`src/rtl/ahb_arb_pkg.sv`:
```
// Shared AHB encodings and helpers for the three-master arbiter.
package ahb_arb_pkg;

    typedef enum logic [1:0] {
        TR_IDLE   = 2'd0,
        TR_BUSY   = 2'd1,
        TR_NONSEQ = 2'd2,
        TR_SEQ    = 2'd3
    } htrans_e;

    typedef enum logic [2:0] {
        BU_SINGLE = 3'd0,
        BU_INCR   = 3'd1,
        BU_WRAP4  = 3'd2,
        BU_INCR4  = 3'd3,
        BU_WRAP8  = 3'd4,
        BU_INCR8  = 3'd5,
        BU_WRAP16 = 3'd6,
        BU_INCR16 = 3'd7
    } hburst_e;

    localparam logic [1:0] RESP_ERROR = 2'd1;

    function automatic logic [4:0] burst_beats(
        input logic [2:0] hburst
    );
        logic [4:0] n;
        case (hburst)
            BU_WRAP4, BU_INCR4:   n = 5'd3;
            BU_WRAP8, BU_INCR8:   n = 5'd7;
            BU_WRAP16, BU_INCR16: n = 5'd15;
            default:              n = 5'd0;
        endcase
        return n;
    endfunction

    function automatic logic [1:0] next_idx(
        input logic [1:0] i
    );
        return (i == 2'd2) ? 2'd0 : i + 2'd1;
    endfunction

    function automatic logic [1:0] oh2idx(
        input logic [2:0] oh
    );
        logic [1:0] i;
        unique case (1'b1)
            oh[0]:   i = 2'd0;
            oh[1]:   i = 2'd1;
            oh[2]:   i = 2'd2;
            default: i = 2'd0;
        endcase
        return i;
    endfunction

endpackage

```
`src/rtl/ahb_arbiter_m3_if.sv`:
```
// Arbiter bus bundle: requests and muxed bus status in,
// grants and ownership indices out.
interface ahb_arbiter_m3_if;

    logic       HBUSREQ0;
    logic       HBUSREQ1;
    logic       HBUSREQ2;
    logic       HLOCK0;
    logic       HLOCK1;
    logic       HLOCK2;
    logic       HGRANT0;
    logic       HGRANT1;
    logic       HGRANT2;
    logic [1:0] HMASTER;
    logic [1:0] HMASTER_D;
    logic       HMASTLOCK;
    logic       HREADY;
    logic [1:0] HTRANS;
    logic [2:0] HBURST;
    logic [1:0] HRESP;

    modport master (
        output HBUSREQ0, HBUSREQ1, HBUSREQ2,
        output HLOCK0, HLOCK1, HLOCK2,
        output HREADY, HTRANS, HBURST, HRESP,
        input  HGRANT0, HGRANT1, HGRANT2,
        input  HMASTER, HMASTER_D, HMASTLOCK
    );

    modport slave (
        input  HBUSREQ0, HBUSREQ1, HBUSREQ2,
        input  HLOCK0, HLOCK1, HLOCK2,
        input  HREADY, HTRANS, HBURST, HRESP,
        output HGRANT0, HGRANT1, HGRANT2,
        output HMASTER, HMASTER_D, HMASTLOCK
    );

endinterface

```
`src/rtl/ahb_arb_pick.sv`:
```
// Combinational 3-way picker: first requester from start,
// wrapping; falls back to the default index when idle.
module ahb_arb_pick
    import ahb_arb_pkg::*;
(
    input  logic [2:0] req,
    input  logic [1:0] start,
    input  logic [1:0] dflt,
    output logic [2:0] gnt
);

    logic       found;
    logic [1:0] idx;

    always_comb begin
        gnt   = '0;
        found = 1'b0;
        idx   = start;
        for (int k = 0; k < 3; k++) begin
            if (!found && req[idx]) begin
                gnt[idx] = 1'b1;
                found    = 1'b1;
            end
            idx = next_idx(idx);
        end
        if (!found) gnt[dflt] = 1'b1;
    end

endmodule

```
`src/rtl/ahb_arbiter_m3.sv`:
```
// Three-master AHB arbiter with burst and lock awareness.
// ARB_ROUND_ROBIN_EN selects rotating priority over fixed.
module ahb_arbiter_m3
    import ahb_arb_pkg::*;
#(
    parameter int DEFAULT_MASTER = 0
) (
    input logic             HCLK,
    input logic             HRESETn,
    ahb_arbiter_m3_if.slave bus
);

    localparam logic [1:0] DFLT = 2'(DEFAULT_MASTER);
    localparam logic [2:0] DFLT_OH = 3'(1 << DEFAULT_MASTER);

    logic [2:0] req;
    logic [2:0] lock;
    logic [2:0] gnt_q;
    logic [2:0] gnt_pick;
    logic [1:0] mst_q;
    logic [1:0] mst_d_q;
    logic       mlock_q;
    logic [4:0] cnt_q;
    logic [4:0] cnt_d;
    logic       open_q;
    logic       open_d;
    logic [1:0] cur_idx;
    logic [1:0] start;
    logic       own_req;
    logic       own_lock;
    logic       err;
    logic       last_beat;
    logic       arb_ok;

    assign req  = {bus.HBUSREQ2, bus.HBUSREQ1, bus.HBUSREQ0};
    assign lock = {bus.HLOCK2, bus.HLOCK1, bus.HLOCK0};

    assign cur_idx  = oh2idx(gnt_q);
    assign own_req  = req[mst_q];
    assign own_lock = lock[mst_q];
    assign err      = (bus.HRESP == RESP_ERROR);

    always_comb begin
        cnt_d     = cnt_q;
        open_d    = open_q;
        last_beat = 1'b0;
        arb_ok    = 1'b0;
        case (bus.HTRANS)
            TR_NONSEQ: begin
                cnt_d  = burst_beats(bus.HBURST);
                open_d = (bus.HBURST == BU_INCR);
            end
            // Saturate so an open INCR never wraps the counter
            TR_SEQ:  if (cnt_q != 5'd0) cnt_d = cnt_q - 5'd1;
            TR_IDLE: open_d = 1'b0;
            default: ;
        endcase
        if (bus.HTRANS[1])
            last_beat = (cnt_d == 5'd0) && !open_d;
        if (err) begin
            cnt_d  = 5'd0;
            open_d = 1'b0;
        end
        arb_ok = (bus.HTRANS == TR_IDLE) || last_beat
               || (open_q && !own_req) || err;
        if (own_lock && own_req) arb_ok = 1'b0;
    end

`ifdef ARB_ROUND_ROBIN_EN
    logic [1:0] ptr_q;

    assign start = next_idx(ptr_q);

    always_ff @(posedge HCLK or negedge HRESETn) begin
        if (!HRESETn)
            ptr_q <= DFLT;
        else if (bus.HREADY && arb_ok)
            ptr_q <= oh2idx(gnt_pick);
    end
`else
    assign start = 2'd0;
`endif

    ahb_arb_pick u_pick (
        .req   (req),
        .start (start),
        .dflt  (DFLT),
        .gnt   (gnt_pick)
    );

    always_ff @(posedge HCLK or negedge HRESETn) begin
        if (!HRESETn) begin
            gnt_q   <= DFLT_OH;
            mst_q   <= DFLT;
            mst_d_q <= DFLT;
            mlock_q <= 1'b0;
            cnt_q   <= 5'd0;
            open_q  <= 1'b0;
        end else if (bus.HREADY) begin
            cnt_q   <= cnt_d;
            open_q  <= open_d;
            if (arb_ok) gnt_q <= gnt_pick;
            mst_q   <= cur_idx;
            mlock_q <= lock[cur_idx];
            mst_d_q <= mst_q;
        end
    end

    assign bus.HGRANT0   = gnt_q[0];
    assign bus.HGRANT1   = gnt_q[1];
    assign bus.HGRANT2   = gnt_q[2];
    assign bus.HMASTER   = mst_q;
    assign bus.HMASTER_D = mst_d_q;
    assign bus.HMASTLOCK = mlock_q;

endmodule

```
`src/flat_wrapper.sv`:
```
// flat-port wrapper written by rule: the top's interface ports become plain ports
module ahb_arbiter_m3_flat import ahb_arb_pkg::*;
#(
    parameter int DEFAULT_MASTER = 0
)
  (HCLK, HRESETn, bus_HBUSREQ0, bus_HBUSREQ1, bus_HBUSREQ2, bus_HLOCK0, bus_HLOCK1, bus_HLOCK2, bus_HREADY, bus_HTRANS, bus_HBURST, bus_HRESP, bus_HGRANT0, bus_HGRANT1, bus_HGRANT2, bus_HMASTER, bus_HMASTER_D, bus_HMASTLOCK);
  ahb_arbiter_m3_if bus_i ();
  input logic HCLK;
  input logic HRESETn;
  input wire logic [$bits(bus_i.HBUSREQ0)-1:0] bus_HBUSREQ0;
  input wire logic [$bits(bus_i.HBUSREQ1)-1:0] bus_HBUSREQ1;
  input wire logic [$bits(bus_i.HBUSREQ2)-1:0] bus_HBUSREQ2;
  input wire logic [$bits(bus_i.HLOCK0)-1:0] bus_HLOCK0;
  input wire logic [$bits(bus_i.HLOCK1)-1:0] bus_HLOCK1;
  input wire logic [$bits(bus_i.HLOCK2)-1:0] bus_HLOCK2;
  input wire logic [$bits(bus_i.HREADY)-1:0] bus_HREADY;
  input wire logic [$bits(bus_i.HTRANS)-1:0] bus_HTRANS;
  input wire logic [$bits(bus_i.HBURST)-1:0] bus_HBURST;
  input wire logic [$bits(bus_i.HRESP)-1:0] bus_HRESP;
  output wire logic [$bits(bus_i.HGRANT0)-1:0] bus_HGRANT0;
  output wire logic [$bits(bus_i.HGRANT1)-1:0] bus_HGRANT1;
  output wire logic [$bits(bus_i.HGRANT2)-1:0] bus_HGRANT2;
  output wire logic [$bits(bus_i.HMASTER)-1:0] bus_HMASTER;
  output wire logic [$bits(bus_i.HMASTER_D)-1:0] bus_HMASTER_D;
  output wire logic [$bits(bus_i.HMASTLOCK)-1:0] bus_HMASTLOCK;
  assign bus_i.HBUSREQ0 = bus_HBUSREQ0;
  assign bus_i.HBUSREQ1 = bus_HBUSREQ1;
  assign bus_i.HBUSREQ2 = bus_HBUSREQ2;
  assign bus_i.HLOCK0 = bus_HLOCK0;
  assign bus_i.HLOCK1 = bus_HLOCK1;
  assign bus_i.HLOCK2 = bus_HLOCK2;
  assign bus_i.HREADY = bus_HREADY;
  assign bus_i.HTRANS = bus_HTRANS;
  assign bus_i.HBURST = bus_HBURST;
  assign bus_i.HRESP = bus_HRESP;
  assign bus_HGRANT0 = bus_i.HGRANT0;
  assign bus_HGRANT1 = bus_i.HGRANT1;
  assign bus_HGRANT2 = bus_i.HGRANT2;
  assign bus_HMASTER = bus_i.HMASTER;
  assign bus_HMASTER_D = bus_i.HMASTER_D;
  assign bus_HMASTLOCK = bus_i.HMASTLOCK;
  ahb_arbiter_m3 #(.DEFAULT_MASTER(DEFAULT_MASTER)) u_core (.HCLK(HCLK), .HRESETn(HRESETn), .bus(bus_i));
endmodule
```
`config.mk`:
```
export PLATFORM = sky130hd
export DESIGN_NAME = ahb_arbiter_m3_flat
export DESIGN_NICKNAME = d
export VERILOG_FILES = /design/src/rtl/ahb_arb_pkg.sv /design/src/rtl/ahb_arbiter_m3_if.sv /design/src/rtl/ahb_arb_pick.sv /design/src/rtl/ahb_arbiter_m3.sv /design/src/flat_wrapper.sv
export SDC_FILE = /design/constraint.sdc
export NUM_CORES = 1
export LEC_CHECK = 0
export BUFFER_PORTS_ARGS = -buffer_cell sky130_fd_sc_hd__buf_2
export CORE_AREA = 3 3 51 53
export DETAILED_ROUTE_END_ITERATION = 12
export DIE_AREA = 0 0 54 56
export PLACE_DENSITY = 0.63
export REMOVE_ABC_BUFFERS = 1
export SYNTH_ARGS = -nofsm -noshare
export SYNTH_HDL_FRONTEND = slang
export SYNTH_SLANG_ARGS = --single-unit
```
`constraint.sdc`:
```
create_clock -name HCLK -period 2 [get_ports HCLK]
set_input_delay 0.4 -clock HCLK [delete_from_list [all_inputs] [get_ports HCLK]]
set_output_delay 0.4 -clock HCLK [all_outputs]
set_load 0.02 [all_outputs]
```
==> flow_metrics.tcl, run 1 <==
set metrics [dict create \
    status "finished, final reports clean" \
    first_iter_violations 28 \
    ant_nets 0 \
    core.rowCount 17 \
    holdWs_ns 0.381 \
    crit_type "register to register" \
    cts_num_sinks 14 \
    async_reset_ff_frac 1.00 \
    required_ns 2.17 \
    num_vias 835 \
    grt_usage 0.145 \
    drv_slew 0 \
    numCtsBuffers 3 \
    io_buffer_count 23 \
    start_util 0.392 \
    layout-drive-gt1-share 0.417 \
    antenna_found_initial 0 \
    setup-violations-final 0 \
    ys_seq_area_frac 0.409 \
    worstHoldPathType "input pin to register" \
    slowest_stage "dfrtp_1" \
    cp_slowest_stage_delay_ns 0.39 \
    r2r_start "u_core.cnt_q[1]" \
    core_sq_mm 0.00219 \
    wl_per_cell_microns 13.4 \
    clk_pin_slew_worst_paths_ns 0.08 \
    synth.area.top_cells "dfrtp_1, o21ai_0, mux2_2" \
    antenna_cells 0 \
    synthDistinctLibCells 33 \
    place_ws_ns -0.0980 \
    cts_tree "built" \
    syn_inst 90 \
    max_freq_mhz 528 \
    fin_crit_sh 0.946 \
    ir_drop_uv 436 \
    met1_usage 0.167 \
    endpoint_kind "register" \
    max_cap_viol_count 0 \
    first_global_vias 789 \
    crit_chain "inv_1 -> ha_2 -> nand2b_4 -> o311ai_2 -> a41oi_1 -> o31ai_4 -> mux2_4" \
    synth_edf_count 0 \
    synth_flop_cell "dfrtp_1" \
    cts_root_buf "clkbuf_4" \
    crit_arrival_ns 2.07 \
    viasPerCell 5.39 \
    ys_seq_elements 14 \
    dpl.hpwl_mm 1.63 \
    stdcell_count 155 \
    skew_ns 0.00299 \
    start_kind "register" \
    synthesis.area_sq_um 860 \
    nets 145 \
    power.density_mw_per_mm2 1020 \
    synth_most_common_cell "dfrtp_1" \
    grt_max_degree 15 \
    dpl_cell_area_sq_mm 0.00108 \
    pin_count 24 \
    fin_area_sq_mm 0.00116 \
    drc 0 \
    reg2reg_slack_ns 0.11 \
    avgSynthCellArea_sq_um 9.55 \
    dr.pass1.iters 4 \
    routed_wl_mm 2.08 \
    endpoint "u_core.gnt_q[1]" \
    die_height_microns 56 \
    max_slew.worst_pin.slew_ns 0.449 \
    p_leak_nw 0.549 \
    crit_fanout 5 \
    final_util 0.531 \
    grt_pass1_wl_mm 3.24 \
    top_usage_layer "met2" \
    setup_ws_ns 0.108 \
    grt_remaining_overflow 0 \
    dp.cells 150 \
    dieArea_sq_mm 0.00302 \
    synth_common_cells "dfrtp_1, o21ai_0, nor2_1, inv_1, nand2_1" \
    fill_cells 213 \
    reg2reg_depth 7 \
    clkLatencyLatePin_ns 0.28 \
    die_width_microns 54 \
    gr-usage-met3 0.0349 \
    htree_levels 1 \
    hold_viol 0 \
    clk_path_buf_depth 2 \
    timing.slew.headroom 0.700 \
    fin_crit_ns 1.89 \
    synth_top_area_frac 0.378 \
    area_delta_synth_final_pct 35.2 \
    synth_area_leader_cell "dfrtp_1" \
    startpoint "u_core.cnt_q[1]" \
    grtUsageMet2 0.230 \
    yosysWarningCount 0 \
    routabilityCongestion 0.898 \
    r2r-end "u_core.gnt_q[1]" \
]
==> what timing repair did <==
item                                    CTS  global route
buffers inserted                          0             0
resized for setup                         0             9
endpoints found under the setup margin    0             3
hold endpoints to repair                  0            13
hold buffers                              0             1
==> through the flow <==
step           power [W]  TNS, ns
4_1_cts          0.00116        0
3_5_place_dp    0.000957   -0.177
5_1_grt          0.00127  -0.0122
2_1_floorplan   0.000765        0
6_report         0.00119        0
3_3_place_gp    0.000949  -0.0669
==> worst max-delay path, delay by kind of cell, from the launching register on <==
| kind | cells | cell delay (ns) |
|---|---|---|
| AOI/OAI and AO/OA | 3 | 0.71 |
| adders and majority gates | 1 | 0.21 |
| buffers and inverters | 1 | 0.06 |
| DFF | 1 | 0.39 |
| muxes | 1 | 0.32 |
| and+or+nand+nor | 1 | 0.08 |
==> cell type report <==
class	instances	area (sq um)	share of cell area
clock buffer	4	36.3	0.0312
inverter	7	26.3	0.0226
timing repair buffer	35	208	0.179
multi-input combinational	67	505	0.435
tap	28	35.0	0.0301
sequential	14	352	0.302
==> how the worst min path moves through the flow <==
stage	startpoint	to	slack [ns]	cells past startpoint
global route	bus_HBUSREQ2	u_core.gnt_q[2]	0.39	3
finish	bus_HBUSREQ2	u_core.gnt_q[2]	0.38	3
floorplan	HRESETn	u_core.bus.HMASTER[0]	0.10	0
CTS	HRESETn	u_core.gnt_q[2]	0.002	1
global placement	HRESETn	u_core.gnt_q[2]	0.31	1
detailed placement	HRESETn	u_core.gnt_q[2]	0.31	1
==> flip-flops by register name, summed over array words and instances (netlist names) <==
register / count
u_core.gnt_q: 3
u_core.bus.HMASTLOCK: 1
u_core.open_q: 1
u_core.cnt_q: 5
u_core.bus.HMASTER: 2
u_core.bus.HMASTER_D: 2
==> report_power, final <==
group,total [W],internal (W),switching (W),leakage (nW)
clock network,0.000200,0.000111,0.0000891,0.0210
registers,0.000456,0.000371,0.0000843,0.181
logic,0.000532,0.000249,0.000283,0.347
total,0.00119,0.000731,0.000456,0.549
==> layer usage <==
| layer | up-vias | part of all wire |
|---|---|---|
| li1 | 408 | - |
| met1 | 391 | 0.43 |
| met2 | 29 | 0.48 |
| met3 | 7 | 0.062 |
| met4 | 0 | 0.029 |
| met5 | - | 0 |
==> cell families after synthesis <==
| family | after synthesis | share of synthesized area |
|---|---|---|
| mux | 10 | 0.125 |
| compound gates | 30 | 0.263 |
| flops | 14 | 0.409 |
| buf+inv | 9 | 0.0408 |
| simple gates | 26 | 0.147 |
| fa+ha+maj | 1 | 0.0146 |
==> cell usage in the layout (no fill, tap or decap), drive strengths merged <==
cell type and instances:
buf 34, dfrtp 13, o21ai 10, nor2 8
inv 7, nand2 7, mux2 6, a22o 4
mux2i 4, clkbuf 4, nor2b 3, nor3 2
nand4 2, a21o 2, o22ai 2, a21oi 2
o31ai 2, or4 2, nand2b 1, o311ai 1
o221ai 1, a22oi 1, a41oi 1, o2111ai 1
nand3b 1, o211ai 1, o21bai 1, a31oi 1
ha 1, dlygate4sd3 1, dfstp 1
Power figures use the tool's default switching activity.
==> run 2: changes to the inputs <==
PLACE_DENSITY = 0.6   (was 0.63)
clock period = 2.2 ns   (was 2 ns; I/O delays follow)
==> run 2 against run 1 <==
Net effect: first-iteration DRC count fell by 43%; count of clock-buffer cells in the layout is the same; clock skew down 0.00092 ns; critical endpoint unchanged; largest power group unchanged; highest routed layer unchanged.
==> flow_metrics.tcl, run 2 (synthesized netlist as in run 1, its figures left out) <==
set metrics [dict create \
    status "finished, final reports clean" \
    dpl.hpwl_mm 1.57 \
    start_util 0.392 \
    drc 0 \
    crit_chain "inv_1 -> ha_1 -> nand2b_1 -> o21ai_0 -> o2111ai_1 -> o31ai_4 -> mux2_1" \
    largest_reg_flops 5 \
    clkLatencyLatePin_ns 0.27 \
    fin_crit_sh 0.911 \
    holdWs_ns 0.0446 \
    clk_pin_slew_worst_paths_ns 0.08 \
    numCtsBuffers 3 \
    regArea_sq_um 352 \
    grt_max_degree 15 \
    slowest_stage "dfrtp_1" \
    regMostFlops "u_core.cnt_q" \
    drv_slew 0 \
    required_ns 2.36 \
    final_common_cell "buf_2" \
    cts_root_buf "clkbuf_4" \
    cts_num_sinks 14 \
    critPathBufInv 1 \
    intPower_w 0.000623 \
    worstHoldPathType "input pin to asynchronous set/reset pin" \
    switching_share 0.388 \
    num_vias 806 \
    p_leak_nw 0.498 \
    comb_power_share 0.419 \
    io_buffer_count 23 \
    post_cts_buffers 0 \
    wl_per_cell_microns 13.8 \
    multi_input_area_sq_um 473 \
    pwr-share-seq 0.407 \
    antenna_cells 0 \
    fin_crit_ns 2.00 \
    routed_wl_mm 2.02 \
    path_depth 7 \
    first_iter_violations 16 \
    ant_nets 0 \
    dr.pass1.iters 4 \
    crit_fanout 5 \
    clkPwrFrac 0.174 \
    core.rowCount 17 \
    antenna_found_initial 0 \
    crit_type "register to register" \
    fill_cells 235 \
    top_regs "u_core.cnt_q x5, u_core.gnt_q x3" \
    dieArea_sq_mm 0.00302 \
    skew_ns 0.00207 \
    power.density_mw_per_mm2 961 \
    area_delta_synth_final_pct 23.3 \
    setup-violations-final 0 \
    viasPerCell 5.52 \
    max_cap_viol_count 0 \
    nets 136 \
    endpoint_kind "register" \
    rsz0062_at_grt "no" \
    grt_pass1_wl_mm 3.22 \
    grt_remaining_overflow 0 \
    clk_path_buf_depth 2 \
    final_cell_mix "buf_2, dfrtp_1, o21ai_0, nor2_1" \
    switchingPower_w 0.000395 \
    start_kind "register" \
    grt_usage 0.143 \
    hold_viol 0 \
    cts_tree "built" \
    cp_slowest_stage_delay_ns 0.42 \
    ir_drop_uv 431 \
    holdBufCountCts 0 \
    first_global_vias 767 \
    die_height_microns 56 \
    max_slew.worst_pin.slew_ns 0.414 \
    totalNegativeSetupSlack_ns 0 \
    core_sq_mm 0.00219 \
    die_width_microns 54 \
    max_freq_mhz 499 \
    cp_top_family "compound AO/OA/AOI/OAI gates" \
    pin_count 24 \
    htree_levels 1 \
    layout-drive-gt1-share 0.322 \
    routabilityCongestion 0.825 \
    cts-resized-gates 0 \
    reg2reg_depth 7 \
    timing.slew.headroom 0.723 \
    crit_arrival_ns 2.16 \
]
[run 2: cell count changes in the layout (fill, tap and decap cells not counted), sizes merged]
cell	delta
dlygate4sd3	-1
buf	-8
[run 2: through the flow]
step           instance area [sq um]  utilization  instances  total power (W)  setup WS (ns)
2_1_floorplan                    851            -         88         0.000696          0.248
4_1_cts                         1060        0.484        146          0.00103          0.187
6_report                        1060        0.484        146          0.00102          0.195
3_3_place_gp                    1020        0.467        142         0.000841         0.0647
3_5_place_dp                    1020        0.467        142         0.000849         0.0314
5_1_grt                         1060        0.484        146          0.00110         0.0563
[run 2: worst paths after layout]
| path | slack, ns | startpoint | to |
|---|---|---|---|
| setup reg to reg | 0.20 | u_core.cnt_q[1] | u_core.gnt_q[1] |
| max in group asynchronous | 1.87 | HRESETn | u_core.gnt_q[0] |
| setup / recovery | 0.20 | u_core.cnt_q[1] | u_core.gnt_q[1] |
| min in group HCLK | 0.42 | bus_HBURST[0] | u_core.open_q |
| hold reg to reg | 0.51 | u_core.bus.HMASTER_D[0] | u_core.bus.HMASTER_D[0] |
| hold / removal | 0.04 | HRESETn | u_core.bus.HMASTER[1] |
[run 2: layout make-up]
class                   count  share of cell area
clock buffers               4              0.0342
inverters                   7              0.0248
multi-input cells          67               0.446
flip-flops and latches     14               0.332
well taps                  28              0.0331
repair buffers             26               0.130
[run 2: power groups by stage]
stage               logic, W  clock network [W]  registers (W)
floorplan           0.000211                  0       0.000484
global placement    0.000424                  0       0.000417
detailed placement  0.000428                  0       0.000421
CTS                 0.000430           0.000183       0.000416
global route        0.000474           0.000196       0.000427
finish              0.000427           0.000178       0.000414
[run 2: metal layers]
metal	GRT usage	vias to the layer above	share of wire
met2	0.223	30	0.46
met5	0	-	0
li1	-	390	-
met1	0.179	381	0.45
met3	0.0322	5	0.063
met4	0.0747	0	0.019
